$ cat config.mk
export PLATFORM = sky130hd
export DESIGN_NAME = uart_tx_scheduler
export DESIGN_NICKNAME = d
export VERILOG_FILES = /design/src/rtl/uart_tx_scheduler.sv
export SDC_FILE = /design/constraint.sdc
export NUM_CORES = 1
export LEC_CHECK = 0
export BUFFER_PORTS_ARGS = -buffer_cell sky130_fd_sc_hd__buf_2
export CAP_MARGIN = 20
export CORE_MARGIN = 2
export CORE_UTILIZATION = 52
export CTS_BUF_LIST = sky130_fd_sc_hd__clkbuf_2
export DETAILED_ROUTE_END_ITERATION = 12
export GPL_ROUTABILITY_DRIVEN = 0
export PLACE_DENSITY_LB_ADDON = 0.05
export SLEW_MARGIN = 20
export SYNTH_ARGS = -nofsm -noshare
export SYNTH_HDL_FRONTEND = slang
export SYNTH_SLANG_ARGS = --single-unit
$ cat constraint.sdc
create_clock -name clk -period 2.8 [get_ports clk]
set_input_delay 0.14 -clock clk [delete_from_list [all_inputs] [get_ports clk]]
set_output_delay 0.14 -clock clk [all_outputs]
set_load 0.005 [all_outputs]
$ cat src/rtl/uart_tx_scheduler.sv
// Round-robin arbiter that shares one uart_tx serializer between NUM_REQ byte streams.
// A grant lasts for one packet, capped by MAX_BURST bytes and an idle-hold timeout.
module uart_tx_scheduler #(
   parameter int NUM_REQ      = 4,
   parameter int DATA_WIDTH   = 8,
   parameter int MAX_BURST    = 16,
   parameter int HOLD_TIMEOUT = 64,
   localparam int IDW = (NUM_REQ > 1) ? $clog2(NUM_REQ) : 1,
   localparam int BW  = $clog2(MAX_BURST + 1),
   localparam int HW  = (HOLD_TIMEOUT > 1) ? $clog2(HOLD_TIMEOUT) : 1
) (
   input  logic                          clk,
   input  logic                          reset,
   input  logic [NUM_REQ-1:0]            req_valid,
   input  logic [NUM_REQ*DATA_WIDTH-1:0] req_data,
   input  logic [NUM_REQ-1:0]            req_last,
   output logic [NUM_REQ-1:0]            req_ready,
   output logic                          tx_start,
   output logic [DATA_WIDTH-1:0]         tx_data,
   input  logic                          tx_busy,
   input  logic                          tx_done,
   output logic                          grant_active,
   output logic [IDW-1:0]                grant_id,
   output logic [1:0]                    state_dbg
);

   // Handshake: a byte moves from requester i when req_valid[i] & req_ready[i] at a rising
   // edge. Valid never waits on ready; ready is only offered to the grantee while !tx_busy.

   typedef enum logic [1:0] {
      S_IDLE = 2'd0,
      S_SEND = 2'd1,
      S_WAIT = 2'd2
   } state_t;

   state_t                state, state_n;
   logic [IDW-1:0]        rr_ptr, rr_n;
   logic [IDW-1:0]        gid_n;
   logic [BW-1:0]         burst_cnt, burst_n;
   logic [HW-1:0]         hold_cnt, hold_n;
   logic                  last_q, last_n;
   logic                  start_n;
   logic [DATA_WIDTH-1:0] data_n;
   logic                  rel;

   logic                  found;
   logic [IDW-1:0]        sel;
   logic [IDW-1:0]        cand;

   logic [DATA_WIDTH-1:0] data_arr [NUM_REQ];

   for (genvar g = 0; g < NUM_REQ; g++) begin : g_unpack
      assign data_arr[g] = req_data[g*DATA_WIDTH +: DATA_WIDTH];
   end

   // First valid requester at or above rr_ptr, wrapping modulo NUM_REQ.
   always_comb begin
      found = 1'b0;
      sel   = '0;
      cand  = '0;
      for (int k = 0; k < NUM_REQ; k++) begin
         if (int'(rr_ptr) + k >= NUM_REQ) begin
            cand = IDW'(int'(rr_ptr) + k - NUM_REQ);
         end else begin
            cand = IDW'(int'(rr_ptr) + k);
         end
         if (!found && req_valid[cand]) begin
            found = 1'b1;
            sel   = cand;
         end
      end
   end

   always_comb begin
      state_n   = state;
      rr_n      = rr_ptr;
      gid_n     = grant_id;
      burst_n   = burst_cnt;
      hold_n    = hold_cnt;
      last_n    = last_q;
      start_n   = 1'b0;
      data_n    = tx_data;
      req_ready = '0;
      rel       = 1'b0;

      case (state)
         S_IDLE: begin
            if (found) begin
               gid_n   = sel;
               burst_n = '0;
               hold_n  = '0;
               state_n = S_SEND;
            end
         end

         S_SEND: begin
            req_ready[grant_id] = !tx_busy;
            if (req_valid[grant_id] && !tx_busy) begin
               start_n = 1'b1;
               data_n  = data_arr[grant_id];
               last_n  = req_last[grant_id];
               burst_n = burst_cnt + BW'(1);
               hold_n  = '0;
               state_n = S_WAIT;
            end else if (!req_valid[grant_id]) begin
               // Grantee has gone quiet; give the line away once the hold budget is spent.
               if (hold_cnt == HW'(HOLD_TIMEOUT - 1)) begin
                  rel = 1'b1;
               end else begin
                  hold_n = hold_cnt + HW'(1);
               end
            end
         end

         S_WAIT: begin
            if (tx_done) begin
               if (last_q || burst_cnt == BW'(MAX_BURST)) begin
                  rel = 1'b1;
               end else begin
                  state_n = S_SEND;
               end
            end
         end

         default: state_n = S_IDLE;
      endcase

      if (rel) begin
         state_n = S_IDLE;
         rr_n    = (grant_id == IDW'(NUM_REQ - 1)) ? '0 : grant_id + IDW'(1);
         burst_n = '0;
         hold_n  = '0;
      end
   end

   always_ff @(posedge clk or posedge reset) begin
      if (reset) begin
         state     <= S_IDLE;
         rr_ptr    <= '0;
         grant_id  <= '0;
         burst_cnt <= '0;
         hold_cnt  <= '0;
         last_q    <= 1'b0;
         tx_start  <= 1'b0;
         tx_data   <= '0;
      end else begin
         state     <= state_n;
         rr_ptr    <= rr_n;
         grant_id  <= gid_n;
         burst_cnt <= burst_n;
         hold_cnt  <= hold_n;
         last_q    <= last_n;
         tx_start  <= start_n;
         tx_data   <= data_n;
      end
   end

   assign grant_active = (state != S_IDLE);
   assign state_dbg    = state;

endmodule

==> run_results.csv, run 1 <==
group,metric,value,unit
clock_network,clock_sinks,27,
layout,synthToLayoutAreaGrowth,22.6,%
yosys,synthFlopType,"dfrtp_1",
yosys,avgSynthCellArea,10.7,µm²
setup_path,slowest_delay,0.48,ns
setup_path,crit_path_start_kind,"flop",
timing,fin_skew,0.00243,ns
route,vias,1606,
clock_network,root_buffer,"clkbuf_2",
setup_path,critPathSlowestCell,"dfrtp_1",
placed_design,portBuffers,61,
clock_network,htreeDepth,1,
hold_path,hp-class,"in -> reg",
yosys,synth_cell_types,41,
floorplan,die_y,62.9,µm
yosys,async_reset_ff_share,100,%
setup_path,cp-startpoint,"burst_cnt[0]",
layout,n_antenna_cell,0,
pwr,power.total,1670,µW
yosys,synthCells,169,
setup_path,ff2ff_setup_slack,0.38,ns
yosys,synth-seq-cells,27,
yosys,synth_edf_count,0,
setup_path,cp.depth,8,
pwr,p_clk_share,9.6,%
yosys,synth_top_area_share,37.5,%
placed_design,placed_cell_area,2170,µm²
floorplan,die-width,62.9,µm
pwr,sw_frac_of_total,40.8,%
pwr,leakage,0.00110,µW
setup_path,r2r-end,"hold_cnt[4]",
timing,hold_viol,0,
yosys,synth_area_leaders,"dfrtp_1 (37%), mux4_2 (11%), ha_1 (6.9%), mux2_2 (6.2%), inv_1 (4.2%)",
route,routed.top_layer,"met4",
timing,fin_hold_ws,0.150,ns
route,drt_iter0_drc,116,
yosys,syn_area,1800,µm²
yosys,yosysTopAreaCell,"dfrtp_1",
global_routing,grt_pass1_vias,1640,
timing,rsz0062_at_grt,"no",
global_routing,grt_overflow_total,0,
layout,final_cell_area,2210,µm²
pwr,p_seq_share,35.3,%
timing,period_needed,2.42,ns
placed_design,post-place-ws,0.163,ns
route,drc,0,
pwr,power_density,756,nW/µm²
route,wl,4140,µm
yosys,syn_nets,223,
timing,tns,0,ns
clock_network,cts_tree,"yes",
route,met3RoutedLength,172,µm
pwr,vdd_drop_max,0.463,mV
setup_path,worstRegToRegCells,8,
setup_path,path_cells,"inv_1 -> ha_1 -> nor4bb_1 -> o2111a_1 -> nor3_2 -> buf_4 -> or3_1 -> a21oi_1",
clock_network,clk_pin_slew,0.28,ns
floorplan,coreArea,3340,µm²
timing,layout_setup_ws,0.382,ns
run,maxCapViolations,0,
timing,finalSetupViolCount,0,
setup_path,cp.required,3.13,ns
setup_path,worstReg2RegStart,"burst_cnt[0]",
pwr,comb_power_share,55.1,%
global_routing,antenna_found_initial,0,
timing,tightest_slew,0.578,ns
floorplan,start_util,54.0,%
setup_path,cp_max_fo,10,
setup_path,critPathArrivalTime,2.75,ns
pwr,p_int,989,µW
layout,fill_cells,293,
route,wl_met2,2210,µm
pwr,p_sw,682,µW
global_routing,grt_max_degree,28,
floorplan,rows,21,
setup_path,crit_type,"reg -> reg",
yosys,synth_warnings,0,
global_routing,track_usage,22.0,%
timing,finalMaxSlewViolations,0,
layout,drive_gt1_share,39.7,%
run_status,status,"finished clean",
route,ant_nets,0,
global_routing,grt_pass1_wl,7030,µm
route,wl_per_cell,14.8,µm
yosys,ys_seq_area_share,37.5,%
route,m1WireLength,1710,µm
route,first_pass_iters,4,
clock_network,numCtsBuffers,3,
setup_path,path_delay_family,"simple AND/OR/NAND/NOR gates",
setup_path,critPathBufInv,2,
hold_path,hp-start,"req_valid[3]",
layout,layout.nets,289,
clock_network,ctsLongestPathBuffers,2,
floorplan,ios,62,
layout,seqCellArea,676,µm²
setup_path,setup.worst_path.end_class,"flop",
timing,max_freq,414,MHz
clock_network,clk_latency,0.37,ns
timing,slew-limit-headroom,61.4,%
placed_design,dp_hpwl,3270,µm
route,vias_per_cell,5.74,
layout,multi_input_area,1040,µm²
timing,fin_crit_sh,86.4,%
floorplan,die-area,3950,µm²
setup_path,crit_path_end,"hold_cnt[4]",
[what timing repair did]
item                                    in CTS  in global routing
hold buffers                                 1                  0
gates resized for setup                      0                  1
endpoints found under the hold margin       27                  0
buffers inserted                             0                  0
endpoints found under the setup margin       0                  4
[worst min-delay path, delay by kind of cell]
| kind | cells | cell delay (ns) |
|---|---|---|
| buffers and inverters | 1 | 0.13 |
| AO/OA/AOI/OAI | 2 | 0.26 |
[synthesized netlist by cell type (all sizes together), types with 3 or more instances]
cell   instances
a21o           4
a21oi          8
a22o           5
and2           4
dfrtp         27
ha            10
inv           20
mux2          10
mux4          10
nand2         13
nand4          3
nor2           8
nor3           3
o21ai         11
o31ai          3
or3            3
[stage by stage]
step           std cells  util (%)
2_1_floorplan        169         -
3_3_place_gp         275      65.1
3_5_place_dp         275      65.1
4_1_cts              280      66.1
5_1_grt              280      66.2
6_report             280      66.2
[sequential cells by signal (all words and copies together), names as in the netlist]
register / cells
hold_cnt: 6
state_dbg: 2
tx_start: 1
grant_id: 2
rr_ptr: 2
tx_data: 8
last_q: 1
burst_cnt: 5
[worst min path at each step]
stage | cells after the start | end | slack (ns)
after global routing | 3 | grant_id[0] | 0.13
after global placement | 2 | tx_data[1] | 0.43
after CTS | 3 | grant_id[0] | 0.14
after detailed placement | 2 | tx_data[1] | 0.44
final | 3 | grant_id[0] | 0.15
after floorplan | 1 | burst_cnt[0] | 0.19
[cell families (layout without fill, tap and decap cells)]
family	after synthesis	in the layout	share of synthesized area, %
AO/OA/AOI/OAI	41	41	15.2
multiplexers	20	20	18.9
buffers and inverters	24	89	5.07
adder cells (fa/ha/maj)	10	10	6.94
flip-flops	27	27	37.5
AND/OR/NAND/NOR	47	47	16.4
[layout by cell type, fill, tap and decap left out, types with 2 or more instances in the layout]
cell | synthesis | routed
clkbuf_2 | 0 | 3
mux4_2 | 9 | 9
or3_1 | 3 | 3
buf_4 | 0 | 3
ha_1 | 10 | 10
buf_2 | 1 | 61
dfrtp_1 | 27 | 27
o21ai_0 | 11 | 11
inv_1 | 20 | 19
a21oi_1 | 8 | 8
nor2_1 | 8 | 8
nand4_1 | 3 | 3
nand2_1 | 13 | 13
o22ai_1 | 2 | 2
mux2_2 | 10 | 10
o31ai_1 | 3 | 3
nand3_1 | 2 | 2
nor3_4 | 2 | 2
and2_1 | 4 | 4
a21o_1 | 4 | 4
or4b_1 | 2 | 2
a22o_1 | 5 | 5
[area by class of cell]
class / count / share of cell area (%)
well taps: 46 / 2.60
inverters: 20 / 3.40
multi-input cells: 118 / 47.1
flip-flops and latches: 27 / 30.6
repair buffers: 65 / 15.3
clock inverters: 1 / 0.340
clock buffers: 3 / 0.680
[power by group through the flow]
stage               combinational [µW]  sequential (µW)  clock (µW)
floorplan                          612              604           0
global placement                   884              588           0
detailed placement                 922              594           0
CTS                                926              588         165
global route                      1040              605         179
finish                             921              589         160
[per-layer routing]
metal	up-vias	track usage (%)
met2	51	40.6
met3	6	2.34
met5	-	0
li1	755	-
met1	794	26.6
met4	0	7.22
No activity file was read; power rests on OpenSTA's default activity.
==> inputs of run 2 (changes only) <==
Settings changed: ABC_AREA from default to 1, CORE_UTILIZATION 52 to 55, CTS_BUF_LIST sky130_fd_sc_hd__clkbuf_2 to sky130_fd_sc_hd__clkbuf_8.
==> run 2 against run 1 <==
Worst setup slack improved by 0.066 ns. Register-to-register slack improved by 0.07 ns. Power is 54% higher. Clock skew up 0.013 ns. Flip-flop and latch count is the same. Synthesized area rose by 26%. Sequential share of layout area down 5.2 points. Synthesized cell count rose by 92%. Worst hold slack gained 0.067 ns. Cell count is 55% higher. Critical path depth grew 1. Die area is 18% higher.
==> run_results.csv, run 2 <==
group,metric,value,unit
timing,period_needed,2.35,ns
setup_path,r2r-end,"state_dbg[1]",
route,first_pass_iters,4,
yosys,yosysTopAreaCell,"dfrtp_1",
floorplan,die-width,68.3,µm
route,vias_per_cell,5.12,
pwr,p_int,1220,µW
layout,synthToLayoutAreaGrowth,17.1,%
timing,max_freq,425,MHz
clock_network,ctsLongestPathBuffers,2,
route,drc,0,
route,wl,5140,µm
pwr,sw_frac_of_total,52.5,%
setup_path,crit_type,"reg -> reg",
setup_path,critPathArrivalTime,2.54,ns
floorplan,rows,23,
timing,slew-limit-headroom,61.9,%
clock_network,postCtsResizedCells,0,
yosys,syn_area,2270,µm²
route,ant_nets,0,
yosys,synth_cell_types,32,
layout,n_antenna_cell,0,
clock_network,cts_tree,"yes",
pwr,p_seq_share,25.2,%
timing,fin_hold_ws,0.217,ns
run,maxCapViolations,0,
pwr,vdd_drop_max,0.690,mV
setup_path,crit_path_start_kind,"flop",
floorplan,die_y,68.3,µm
timing,hold_viol,0,
route,vias,2221,
setup_path,slowest_delay,0.43,ns
setup_path,cpMostUsedCell,"inv_1",
pwr,comb_power_share,65.8,%
timing,tns,0,ns
pwr,leakage,0.00146,µW
setup_path,worstReg2RegStart,"state_dbg[1]",
hold_path,hp-class,"in -> reg",
clock_network,htreeDepth,1,
pwr,power_density,966,nW/µm²
timing,finalMaxSlewViolations,0,
global_routing,track_usage,24.3,%
yosys,synth_common_cells,"nand2_1 (99), nor2_1 (40), inv_1 (30), dfrtp_1 (27), o21ai_0 (23)",
setup_path,cp.required,2.99,ns
setup_path,cp_max_fo,12,
floorplan,die-area,4660,µm²
hold_path,hp-start,"req_data[1]",
timing,rsz0062_at_grt,"no",
hold_path,holdPathEnd,"tx_data[1]",
setup_path,worstRegToRegCells,9,
route,wl_per_cell,11.8,µm
setup_path,critPathBufInv,2,
clock_network,numCtsBuffers,3,
yosys,synth_warnings,0,
yosys,synth_top_area_share,29.7,%
route,drt_iter0_drc,111,
yosys,synthCells,325,
run_status,status,"finished clean",
layout,mostFrequentLayoutCells,"nand2_1 (99), buf_2 (61), nor2_1 (40)",
clock_network,clock_sinks,27,
layout,largest_register_ffs,8,
floorplan,start_util,56.8,%
setup_path,path_cells,"inv_1 -> ha_1 -> inv_1 -> nor3_4 -> nand2_4 -> a21boi_2 -> nor2_1 -> nand3_1 -> nand2_1",
yosys,syn_nets,379,
floorplan,coreArea,4000,µm²
clock_network,clk_pin_slew,0.11,ns
hold_path,hold_depth,5,
global_routing,grt_max_degree,28,
timing,fin_crit_sh,84.0,%
timing,finalSetupViolCount,0,
yosys,synth-seq-cells,27,
clock_network,cts_setup_buffers,0,
layout,layout.nets,439,
yosys,synth_area_leaders,"dfrtp_1 (30%), nand2_1 (16%), nor2_1 (6.6%), ha_1 (5.5%), o21ai_0 (5.1%)",
floorplan,ios,62,
layout,regMostFlops,"tx_data",
setup_path,path_delay_family,"simple AND/OR/NAND/NOR gates",
clock_network,root_buffer,"clkbuf_8",
yosys,synth_edf_count,0,
yosys,avgSynthCellArea,7.00,µm²
global_routing,grt_pass1_vias,2046,
global_routing,grt_overflow_total,0,
placed_design,portBuffers,61,
setup_path,ff2ff_setup_slack,0.45,ns
setup_path,critPathSlowestCell,"dfrtp_1",
placed_design,dp_hpwl,3930,µm
placed_design,post-place-ws,0.472,ns
setup_path,setup.worst_path.end_class,"flop",
yosys,async_reset_ff_share,100,%
global_routing,antenna_found_initial,0,
layout,fin_util,66.5,%
timing,layout_setup_ws,0.448,ns
pwr,p_sw,1350,µW
timing,fin_skew,0.0154,ns
timing,tightest_slew,0.571,ns
yosys,synthFlopType,"dfrtp_1",
global_routing,grt_pass1_wl,8760,µm
pwr,p_clk_share,9.0,%
layout,fill_cells,374,
yosys,yosysMostFrequentCell,"nand2_1",
clock_network,clk_latency,0.28,ns
layout,layout_commonest_cell,"nand2_1",
yosys,ys_seq_area_share,29.7,%
layout,drive_gt1_share,27.6,%
layout,reg_top3,"tx_data (8), hold_cnt (6), burst_cnt (5)",
## run 2: how the worst max path moves through the flow
stage / start / end / depth (start not counted)
floorplan: state_dbg[1] / burst_cnt[2] / 12
global placement: state_dbg[1] / state_dbg[1] / 9
detailed placement: state_dbg[1] / state_dbg[1] / 9
CTS: state_dbg[1] / state_dbg[1] / 9
global route: state_dbg[1] / burst_cnt[0] / 9
finish: state_dbg[1] / state_dbg[1] / 9
## run 2: cell type report
| class | count | area [µm²] | share of cell area [%] |
|---|---|---|---|
| clock inverter | 1 | 7.51 | 0.282 |
| inverter | 33 | 129 | 4.84 |
| multi-input combinational | 255 | 1410 | 52.9 |
| clock buffer | 3 | 41.3 | 1.55 |
| tap | 50 | 62.6 | 2.35 |
| timing repair buffer | 65 | 338 | 12.7 |
| sequential | 27 | 676 | 25.4 |
## run 2: logic make-up after synthesis
family,synth area share [%]
flip-flops,29.7
AND/OR/NAND/NOR,42.4
adder cells (fa/ha/maj),5.50
XOR/XNOR,1.93
buffers and inverters,8.36
AO/OA/AOI/OAI,12.1
## run 2: repair_timing
action	in CTS	in global routing
hold buffers	0	1
setup endpoints to repair	0	0
endpoints found under the hold margin	0	27
## run 2: worst min-delay path, delay by kind of cell
family          cells  cell delay (ns)
buf+inv             1             0.07
compound gates      1             0.11
simple gates        3             0.14
## run 2: metal layers
layer | vias up | share of wire (%) | track usage (%)
met5 | - | 0 | 0
met4 | 0 | 1.1 | 6.00
met3 | 6 | 4.8 | 3.62
met2 | 56 | 48 | 43.2
met1 | 987 | 46 | 30.6
li1 | 1172 | - | -
## run 2: power by group through the flow
stage               Clock [µW]  Sequential, µW  Combinational, µW
floorplan                    0             637               1350
global placement             0             649               1680
detailed placement           0             653               1700
CTS                        236             646               1710
global route               255             670               1920
finish                     231             648               1690
## run 2: metrics by stage
step / instances / cell area [µm²] / power, µW
after floorplan: 325 / 2270 / 1980
after global placement: 429 / 2600 / 2330
after detailed placement: 429 / 2600 / 2350
after CTS: 433 / 2650 / 2590
after global routing: 434 / 2660 / 2850
final: 434 / 2660 / 2570
==> inputs of run 3 (changes only) <==
Settings changed: ABC_AREA 1 to 0, CORE_UTILIZATION 55 to 47.
Clock period 2.8 ns to 1.91 ns, I/O delays scaled along.
==> run 3 against run 2 <==
The flow now finishes with violations (negative setup slack). Die area is 6.8% lower. Largest power group unchanged. Count of clock-buffer cells in the layout unchanged. Largest cell class unchanged. Worst setup slack worse by 0.63 ns. Via count fell by 19%. Routed wire length fell by 2.8%. Power grew 26%.
==> run_results.csv, run 3 (same netlist as run 1, synthesis figures left out) <==
group,metric,value,unit
layout,reg_top3,"tx_data (8), hold_cnt (6), burst_cnt (5)",
timing,finalMaxSlewViolations,0,
clock_network,ctsLongestPathBuffers,2,
setup_path,critPathBufInv,0,
clock_network,clock_sinks,27,
global_routing,grt_overflow_total,0,
setup_path,cp.required,2.11,ns
floorplan,die_y,65.9,µm
route,first_pass_iters,4,
route,drc,0,
layout,largest_register_ffs,8,
run_status,status,"complete, but fails checks",
floorplan,coreArea,3660,µm²
clock_network,cts_tree,"yes",
layout,fill_cells,267,
clock_network,htreeDepth,1,
timing,fin_crit_sh,109,%
global_routing,grt_pass1_wl,7800,µm
layout,regMostFlops,"tx_data",
pwr,vdd_drop_max,0.542,mV
floorplan,ios,62,
route,wl,4990,µm
timing,period_needed,2.09,ns
timing,tightest_slew,0.384,ns
layout,synthToLayoutAreaGrowth,48.0,%
timing,slew-limit-headroom,74.2,%
layout,n_antenna_cell,0,
timing,fin_hold_ws,0.235,ns
pwr,leakage,0.00136,µW
clock_network,numCtsBuffers,3,
clock_network,clk_latency,0.28,ns
timing,hold_viol,0,
floorplan,die-area,4350,µm²
clock_network,root_buffer,"clkbuf_8",
global_routing,antenna_found_initial,0,
route,drt_iter0_drc,119,
placed_design,dp_hpwl,3400,µm
layout,layout_commonest_cell,"buf_2",
layout,finalNonFillerCells,319,
route,wl_per_cell,15.7,µm
pwr,power_density,1210,nW/µm²
timing,finalSetupViolCount,14,
route,vias_per_cell,5.65,
placed_design,portBuffers,61,
hold_path,hp-class,"in -> reg",
timing,layout_setup_ws,-0.180,ns
timing,max_freq,479,MHz
global_routing,track_usage,23.1,%
floorplan,start_util,49.2,%
global_routing,grt_pass1_vias,1749,
layout,mostFrequentLayoutCells,"buf_2 (61), buf_4 (29), dfrtp_1 (26)",
clock_network,clk_pin_slew,0.09,ns
route,ant_nets,0,
global_routing,grt_max_degree,28,
floorplan,rows,22,
timing,rsz0062_at_grt,"yes",
setup_path,critPathArrivalTime,2.29,ns
floorplan,die-width,65.9,µm
layout,seqCellArea,677,µm²
placed_design,dp_cells,301,
pwr,power.total,3230,µW
setup_path,crit_path_start_kind,"flop",
setup_path,cp_max_fo,5,
timing,fin_skew,0.00333,ns
setup_path,slowest_delay,0.60,ns
route,vias,1803,
run_status,violations,"negative setup slack",
layout,multi_input_area,1150,µm²
setup_path,path_cells,"mux4_2 -> nor4b_4 -> nor3_4 -> or4b_4 -> o21ai_2",
layout,layout.nets,326,
layout,drive_gt1_share,54.6,%
setup_path,path_delay_family,"simple AND/OR/NAND/NOR gates",
setup_path,setup.worst_path.end_class,"flop",
run,maxCapViolations,0,
setup_path,crit_type,"reg -> reg",
setup_path,critPathSlowestCell,"mux4_2",
[run 3: cell types whose count changed in the layout (fill, tap and decap cells not counted), moves of 9 or more]
cell     delta
o21ai_0    -20
nand4_1     -9
buf_6      +10
buf_4      +26
nor2_1     -33
nand2_1    -88
mux4_2      +9
nand2_2    -10
nand3_1    -17
[run 3: timing repair]
action,in CTS,in global routing
hold endpoints to repair,27,0
setup buffers,6,9
endpoints found under the setup margin,10,23
hold buffers,1,0
gates cloned,0,1
resized for setup,18,31
pin swaps,3,12
[run 3: area by class of cell]
type | instances | share of cell area [%]
Sequential cell | 27 | 25.4
Tap cell | 48 | 2.25
Clock buffer | 3 | 1.55
Multi-Input combinational cell | 118 | 43.1
Timing Repair Buffer | 102 | 24.8
Inverter | 20 | 2.81
Clock inverter | 1 | 0.141
[run 3: through the flow]
step	utilization, %	cell area, µm²	worst slack [ns]	setup TNS, ns
after floorplan	-	1820	-0.138	-0.770
after global placement	64.6	2360	-0.138	-0.762
after detailed placement	64.6	2360	-0.191	-1.14
after CTS	68.5	2510	-0.154	-1.05
after global routing	72.9	2670	-0.232	-2.55
final	72.9	2670	-0.180	-1.58
[run 3: layer usage]
metal  GRT usage [%]  part of all wire [%]  vias up
li1                -                     -      828
met3            2.39                   5.4        8
met1            28.4                    39      893
met4            4.59                   1.2        0
met2            43.7                    54       74
met5               0                     0        -
[run 3: worst reg2reg max path, stage by stage, from the launching register on]
cell	delay, ns
dfrtp_2	0.38
mux4_2	0.60
nor4b_4	0.34
nor3_4	0.09
or4b_4	0.53
o21ai_2	0.08
[run 3: power breakdown]
| group | internal (µW) | switching [µW] | total (µW) |
|---|---|---|---|
| clock network | 145 | 184 | 328 |
| registers | 747 | 107 | 855 |
| logic | 1130 | 914 | 2040 |
[run 3: worst paths after layout]
kind	startpoint	to	slack, ns	cells past startpoint
min in group asynchronous	reset	burst_cnt[1]	0.41	4
min	req_valid[3]	grant_id[1]	0.23	3
min reg2reg	tx_data[7]	tx_data[7]	0.52	1
max in group asynchronous	reset	grant_id[0]	1.22	4
max reg2reg	grant_id[0]	burst_cnt[3]	-0.18	5
max	grant_id[0]	burst_cnt[3]	-0.18	5
